File: src/rtl/pic_pkg.sv
// pic_pkg: shared widths and rotation/level helpers for the PIC priority stage
package pic_pkg;
  localparam int PIC_NUM_IR = 8;
  localparam int PIC_LVL_W = 3;
  typedef logic [PIC_NUM_IR-1:0] ir_vec_t;
  typedef logic [PIC_LVL_W-1:0] lvl_t;
  function automatic ir_vec_t rotate_right(input ir_vec_t vec, input lvl_t amt);
    return ir_vec_t'({vec, vec} >> amt);
  endfunction
  function automatic ir_vec_t rotate_left(input ir_vec_t vec, input lvl_t amt);
    return ir_vec_t'(({vec, vec} << amt) >> PIC_NUM_IR);
  endfunction
  function automatic lvl_t onehot_to_level(input ir_vec_t vec);
    lvl_t lvl;
    lvl = '0;
    for (int i = 0; i < PIC_NUM_IR; i++) if (vec[i]) lvl = PIC_LVL_W'(i);
    return lvl;
  endfunction
  // Level of the highest-priority set bit given the current lowest-priority pointer; 0 if empty.
  function automatic lvl_t top_level(input ir_vec_t vec, input lvl_t lowest);
    lvl_t base;
    ir_vec_t r;
    base = lowest + lvl_t'(1);
    r = rotate_right(vec, base);
    return onehot_to_level(rotate_left(r & (~r + ir_vec_t'(1)), base));
  endfunction
endpackage

File: src/rtl/pic_priority_resolver.sv
// pic_priority_resolver: lowest-index-first one-hot pick on a pre-rotated vector
module pic_priority_resolver
  import pic_pkg::*;
(
  input  logic [PIC_NUM_IR-1:0] vec,
  output logic [PIC_NUM_IR-1:0] pick
);
  assign pick = vec & (~vec + ir_vec_t'(1));
endmodule

File: src/rtl/pic_priority_isr.sv
// pic_priority_isr: 8259 priority resolver with in-service register and rotating priority
module pic_priority_isr
  import pic_pkg::*;
(
  input  logic                  clk,
  input  logic                  rst,
  input  logic [PIC_NUM_IR-1:0] irr,
  input  logic [PIC_NUM_IR-1:0] imr,
  input  logic                  special_mask_mode,
  input  logic                  special_fully_nested,
  input  logic                  auto_rotate,
  input  logic                  latch_in_service,
  input  logic                  freeze,
  input  logic [PIC_NUM_IR-1:0] end_of_interrupt,
  input  logic                  rotate_on_eoi,
  input  logic                  priority_rotate_set,
  input  logic [PIC_LVL_W-1:0]  priority_rotate_level,
  output logic [PIC_NUM_IR-1:0] interrupt,
  output logic [PIC_NUM_IR-1:0] in_service,
  output logic [PIC_LVL_W-1:0]  highest_in_service,
  output logic                  isr_active,
  output logic [PIC_LVL_W-1:0]  lowest_priority
);
  logic [PIC_NUM_IR-1:0] interrupt_q, interrupt_d, in_service_q, in_service_d;
  logic [PIC_LVL_W-1:0]  lowest_priority_q, lowest_priority_d;
  logic [PIC_LVL_W-1:0]  base, req_lvl, isr_lvl;
  logic [PIC_NUM_IR-1:0] req, eff_isr, req_rot, isr_rot, req_pick, isr_pick, grant, cleared;
  logic                  grant_ok;
  assign base    = lowest_priority_q + lvl_t'(1);
  assign req     = irr & ~imr;
  assign eff_isr = special_mask_mode ? (in_service_q & ~imr) : in_service_q;
  assign req_rot = rotate_right(req, base);
  assign isr_rot = rotate_right(eff_isr, base);
  pic_priority_resolver u_req (.vec(req_rot), .pick(req_pick));
  pic_priority_resolver u_isr (.vec(isr_rot), .pick(isr_pick));
  // In the rotated domain a smaller index means higher priority.
  assign req_lvl  = onehot_to_level(req_pick);
  assign isr_lvl  = onehot_to_level(isr_pick);
  assign grant_ok = |req_pick && (!(|isr_pick) || req_lvl < isr_lvl || (req_lvl == isr_lvl && special_fully_nested));
  assign grant    = grant_ok ? rotate_left(req_pick, base) : '0;
  assign cleared  = end_of_interrupt & in_service_q;
  always_comb begin
    interrupt_d       = freeze ? interrupt_q : grant;
    in_service_d      = (in_service_q & ~end_of_interrupt) | (latch_in_service ? interrupt_q : '0);
    lowest_priority_d = priority_rotate_set ? priority_rotate_level
                      : (rotate_on_eoi && |cleared) ? top_level(cleared, lowest_priority_q)
                      : (auto_rotate && latch_in_service && |interrupt_q) ? onehot_to_level(interrupt_q)
                      : lowest_priority_q;
  end
  always_ff @(posedge clk or posedge rst) begin
    if (rst) begin
      interrupt_q       <= '0;
      in_service_q      <= '0;
      lowest_priority_q <= lvl_t'(PIC_NUM_IR - 1);
    end else begin
      interrupt_q       <= interrupt_d;
      in_service_q      <= in_service_d;
      lowest_priority_q <= lowest_priority_d;
    end
  end
  assign interrupt          = interrupt_q;
  assign in_service         = in_service_q;
  assign lowest_priority    = lowest_priority_q;
  assign highest_in_service = top_level(in_service_q, lowest_priority_q);
  assign isr_active         = |in_service_q;
endmodule

File: config.mk
export PLATFORM = sky130hd
export DESIGN_NAME = pic_priority_isr
export DESIGN_NICKNAME = d
export VERILOG_FILES = /design/src/rtl/pic_pkg.sv /design/src/rtl/pic_priority_resolver.sv /design/src/rtl/pic_priority_isr.sv
export SDC_FILE = /design/constraint.sdc
export NUM_CORES = 1
export LEC_CHECK = 0
export CORE_MARGIN = 1.5
export CORE_UTILIZATION = 55
export DETAILED_ROUTE_END_ITERATION = 10
export PLACE_DENSITY = 0.81
export SYNTH_ARGS = -nofsm -noshare
export SYNTH_HDL_FRONTEND = slang
export SYNTH_SLANG_ARGS = --single-unit
File: constraint.sdc
create_clock -name clk -period 9.16 [get_ports clk]
set_input_delay 0.916 -clock clk [delete_from_list [all_inputs] [get_ports clk]]
set_output_delay 0.916 -clock clk [all_outputs]
set_load 0.02 [all_outputs]
---- Word-level counts from Yosys, hierarchy flattened ----
Cells that the tools add are included.
W data, S select, Z words.
storage, ports and cells
  word-level logic and storage cells ...... 87
  flip-flop bits (word level) ............. 19
  input bits .............................. 36
  output and inout port bits .............. 23
operators by class
  add/subtract/negate cells ............... 5
  shift-type cells ........................ 7
  equal/unequal tests ..................... 1
  bitwise operators ....................... 15
  reduce and logical (&&, ||, !) cells .... 14
  mux-type cells .......................... 41
  order comparisons ....................... 1
operator list
  cell                   number
  $mux W3                31
  $and A8 B8 Y8          8
  $shr A16 B3 Y8         4
  $not A8 Y8             6
  $shl A16 B3 Y16        3
  $reduce_or A8 Y1       5
  $add A8 B1 Y8 const B  4
  $mux W8                3
  $or A8 B8 Y8           1
  $logic_and A1 B1 Y1    5
  $mux W1                5
  $mux W2                2
  $add A3 B1 Y3 const B  1
  $eq A3 B3 Y1           1
  $lt A3 B3 Y1           1
  $reduce_bool A3 Y1     1
  $logic_or A1 B1 Y1     2
  $logic_not A1 Y1       1

---- Depth between registers and ports, before layout ----
  word-level depth ........................ 19
  mapped depth ............................ 17
  gate-level depth less buffers ........... 14

---- Modules after synthesis ----
A second synthesis with hierarchy kept.
second synthesis, totals
  cell total of the unflattened synthesis .. 497
  area, all modules ....................... 4038.9 sq um
modules (own cells, without submodules)
  module                 cells an instance  area each (sq um)  seq. area each (sq um)  times used
  pic_priority_isr       477                3871.2             479.2                   1
  pic_priority_resolver  10                 83.8               0.0                     2

---- Worst setup path after synthesis ----
No wires, ideal clock.
  kind .................................... flip-flop to output port
  start ................................... register lowest_priority_q[0] (netlist: lowest_priority[0])
  end ..................................... output highest_in_service[1]
  buffers on the path ..................... 2
  required time ........................... 8.244 ns
  cell stages (with the launch flop) ...... 11
  arrival ................................. 3.089 ns
  path slack .............................. 5.155 ns
  cell sequence ........................... dfstp_2 -> ha_1 -> buf_2 -> buf_2 -> mux4_2 -> mux2i_1 -> nand3_1 -> or3_1 -> o21ai_0 -> nor3_1 -> o21ai_0
between the ends
  longest elaborated chain between the ends .. 12
ends and longest elaborated chain
  element                 line                    RTL
  from (decl)             pic_priority_isr.sv:25  logic [PIC_LVL_W-1:0] lowest_priority_q, lowest_priority_d;
  from (signal assigned)  pic_priority_isr.sv:54  lowest_priority_q <= lvl_t'(PIC_NUM_IR - 1);
  from (signal assigned)  pic_priority_isr.sv:58  lowest_priority_q <= lowest_priority_d;
  $add A3 B1 Y3 *         pic_pkg.sv:23           base = lowest + lvl_t'(1);
  $shr A16 B3 Y8          pic_pkg.sv:8            return ir_vec_t'({vec, vec} >> amt);
  $not A8 Y8              pic_pkg.sv:25           return onehot_to_level(rotate_left(r & (~r + ir_vec_t'(1)), base));
  $add A8 B1 Y8           pic_pkg.sv:25
  $and A8 B8 Y8           pic_pkg.sv:25
  $shl A16 B3 Y16 *       pic_pkg.sv:11           return ir_vec_t'(({vec, vec} << amt) >> PIC_NUM_IR);
  $mux W2 (2 in series)   pic_pkg.sv:16           for (int i = 0; i < PIC_NUM_IR; i++) if (vec[i]) lvl = PIC_LVL_W'(i);
  $mux W3 (3 in series)   pic_pkg.sv:16
  $mux W3 *               pic_pkg.sv:16
  to (decl)               pic_priority_isr.sv:20  output logic [PIC_LVL_W-1:0] highest_in_service,
Mark *: on every way between the ends. The rest lies on a longest branch, timed or not.

---- Final worst setup path ----
  start ................................... register lowest_priority_q[0] (netlist: lowest_priority[0])
  end ..................................... output highest_in_service[2]
between the ends
  longest elaborated chain between the ends .. 10
ends and longest elaborated chain
  element                line
  $add A3 B1 Y3 *        pic_pkg.sv:23
  $shr A16 B3 Y8         pic_pkg.sv:8
  $not A8 Y8             pic_pkg.sv:25
  $add A8 B1 Y8          pic_pkg.sv:25
  $and A8 B8 Y8          pic_pkg.sv:25
  $shl A16 B3 Y16 *      pic_pkg.sv:11
  $mux W3 (3 in series)  pic_pkg.sv:16
  $mux W3 *              pic_pkg.sv:16
Marked as above.

==> results.py <==
metrics = {
    "sta": {
        "hold_viol": 0,
        "setup_viol": 0,
        "skew_ns": 0.00374,
        "finalMaxSlewViolations": 0,
        "maxSlewHeadroom_pct": 41.4,
        "holdWs_ns": 0.506,
        "fmax_ghz": 0.169,
        "fin_crit_ns": 5.91,
        "tightest_slew_ns": 0.878,
        "final.setup.tns_ns": 0,
        "min_period_over_period_pct": 64.6,
        "rsz0062_at_grt": "no",
    },
    "global_route": {
        "grt_antenna_before_repair": 0,
        "grt_pass1_vias": 3925,
        "grt_pass1_wl_um": 19900,
        "grt_overflow": 0,
        "grt_usage_pct": 32.7,
        "grt_max_degree": 72,
    },
    "die": {
        "start_util_pct": 57.9,
        "ios": 59,
        "die_height_um": 88.5,
        "core_um2": 6940,
        "die_width_um": 88.5,
        "rows": 30,
        "dieArea_um2": 7830,
    },
    "routing": {
        "drtIter0Drc": 493,
        "totalWireLength_um": 12300,
        "firstDrtPassIters": 5,
        "final_antenna_net_count": 0,
        "vias": 4282,
        "wire_per_inst_um": 20.1,
        "drc_errors": 0,
        "drt-vias-per-instance": 7.00,
    },
    "synth": {
        "synth-seq-area-share_pct": 11.9,
        "yosys.area.top_type": "mux4_2",
        "ys_types": 78,
        "synth_edf_count": 0,
        "yosysMostFrequentCell": "nand2_1",
        "netlist_area_um2": 4020,
        "ys_seq_elements": 19,
        "synth_flop_cell": "dfrtp_1",
        "synth.avg_cell_area_um2": 8.23,
        "synthCells": 488,
        "yosys-top-cells-area": "mux4_2 (14%), dfrtp_1 (10%), mux2i_1 (7.2%)",
        "async_flop_share_pct": 100,
        "synthTopCellsByCount": "nand2_1 (53), nor2_1 (34), a21oi_1 (31)",
        "synth_top_area_share_pct": 14.0,
        "ys_warn_count": 0,
        "synth.net_count": 528,
    },
    "hold_path": {
        "hold_class": "reg2reg",
    },
    "clocking": {
        "postCtsSetupBuffers": 0,
        "path_clk_slew_ns": 0.08,
        "clock_latency_ns": 0.27,
        "cts_hold_buf": 0,
        "ctsResizeCount": 0,
        "numCtsBuffers": 3,
        "clock-sinks": 19,
        "cts_root_buf": "clkbuf_8",
        "cts_tree": "built",
        "clk_path_buf_depth": 2,
        "cts_max_level": 1,
    },
    "cells_and_area": {
        "antennaDiodeCount": 0,
        "multi_input_comb_area_um2": 3300,
        "fillCellCount": 582,
        "ff_latch_area_um2": 479,
        "nets": 557,
        "drive_gt1_share_pct": 14.3,
        "stdcell_area_um2": 4620,
        "synthToLayoutAreaGrowth_pct": 14.9,
    },
    "critical_path": {
        "cp-end-kind": "output port",
        "critical_path_peak_fanout": 71,
        "critPathKind": "reg2out",
        "critPathRequiredTime_ns": 8.24,
        "worst_setup_path_start_kind": "flip-flop",
        "arrival_ns": 5.00,
    },
    "power": {
        "total_leakage_power_nw": 1.71,
        "p_switching_mw": 1.12,
        "p_clk_share_pct": 3.2,
        "p_per_area_nw_per_um2": 431,
        "power.share.switching_pct": 56.1,
        "internal-power_mw": 0.874,
        "seqPwrFrac_pct": 8.4,
        "p_comb_share_pct": 88.3,
        "vdd_drop_max_v": 0.000227,
    },
    "run": {
        "max-cap-violations": 0,
    },
    "placement": {
        "dpl-instance-area_um2": 4570,
        "io_buffers": 58,
        "dp_hpwl_um": 9050,
        "gp_congestion": 0.948,
    },
    "outcome": {
        "status": "finished, final reports clean",
    },
}
==> area by class of cell <==
class                   instances  share of cell area, %
inverters                      16                   1.30
repair buffers                 62                   13.2
flip-flops and latches         19                   10.4
multi-input cells             415                   71.5
clock inverters                 1                  0.108
clock buffers                   3                  0.895
well taps                      96                   2.60
==> layout by cell type (no fill, tap or decap), types with 6 or more instances in the layout <==
cell | synthesis | layout
nor2b_1 | 14 | 14
dfrtp_1 | 16 | 16
nand4_1 | 8 | 8
nor3_1 | 10 | 10
mux2_2 | 11 | 11
inv_1 | 14 | 14
mux2i_1 | 29 | 29
a21bo_2 | 6 | 6
a21oi_1 | 31 | 31
clkdlybuf4s50_1 | 0 | 58
mux4_2 | 25 | 25
nor2_1 | 34 | 34
a21boi_0 | 8 | 8
o21ai_0 | 29 | 29
nand2_1 | 53 | 53
nand2b_1 | 12 | 12
nand3_1 | 24 | 24
==> final timing paths <==
path                                           startpoint                             end  slack [ns]  cells past startpoint
min in group asynchronous                             rst         in_service[0]$_DFF_PP0_        1.09                      2
max in group asynchronous                             rst        interrupt[5]$_DFFE_PP0N_        7.57                      2
setup / recovery           lowest_priority[0]$_DFFE_PP1P_           highest_in_service[2]        3.25                     11
hold reg to reg            lowest_priority[1]$_DFFE_PP1P_  lowest_priority[1]$_DFFE_PP1P_        0.51                      2
hold / removal             lowest_priority[1]$_DFFE_PP1P_  lowest_priority[1]$_DFFE_PP1P_        0.51                      2
setup reg to reg           lowest_priority[0]$_DFFE_PP1P_        interrupt[6]$_DFFE_PP0N_        3.90                     15
==> worst max-delay path, stage by stage, from the launching register on <==
cell	delay, ns
dfstp_2	0.52
buf_4	0.57
ha_2	0.30
buf_4	0.55
mux4_2	0.64
nand2_1	0.11
a21boi_0	0.48
o21ai_0	0.22
nor3b_1	0.27
o32ai_1	0.10
or3_1	0.40
clkdlybuf4s50_1	0.55
==> metrics by stage <==
stage	worst slack [ns]	std cells	util (%)	total power [mW]
after floorplan	5.15	488	-	1.51
after global placement	3.71	608	65.8	1.84
after detailed placement	3.58	608	65.8	1.89
after CTS	3.28	612	66.5	1.96
after global routing	2.85	612	66.5	2.14
final	3.25	612	66.5	1.99
==> sequential cells by signal (all words and copies together), names as in the netlist <==
name,cells
interrupt,8
in_service,8
lowest_priority,3
==> routing by layer <==
metal | up-vias | GRT usage, % | part of all wire [%]
met5 | - | 0 | 0
met4 | 0 | 9.38 | 2.2
met3 | 38 | 5.04 | 8.8
met2 | 235 | 49.0 | 45
met1 | 2062 | 48.8 | 44
li1 | 1947 | - | -
==> power by group through the flow <==
stage               clock, mW  sequential [mW]  combinational, mW
global route           0.0664            0.172               1.90
floorplan                   0            0.166               1.35
detailed placement          0            0.168               1.72
CTS                    0.0637            0.167               1.73
global placement            0            0.167               1.68
finish                 0.0639            0.168               1.76
==> kinds of logic (layout without fill, tap and decap cells) <==
logic type | Yosys count | after routing | synth area share, %
compound gates | 146 | 146 | 26.6
xor+xnor | 2 | 2 | 0.903
flops | 19 | 19 | 11.9
fa+ha+maj | 4 | 4 | 1.25
simple gates | 191 | 191 | 24.6
buf+inv | 54 | 82 | 6.48
mux | 72 | 72 | 28.3
Note: power is estimated with default switching activity, not from simulation.
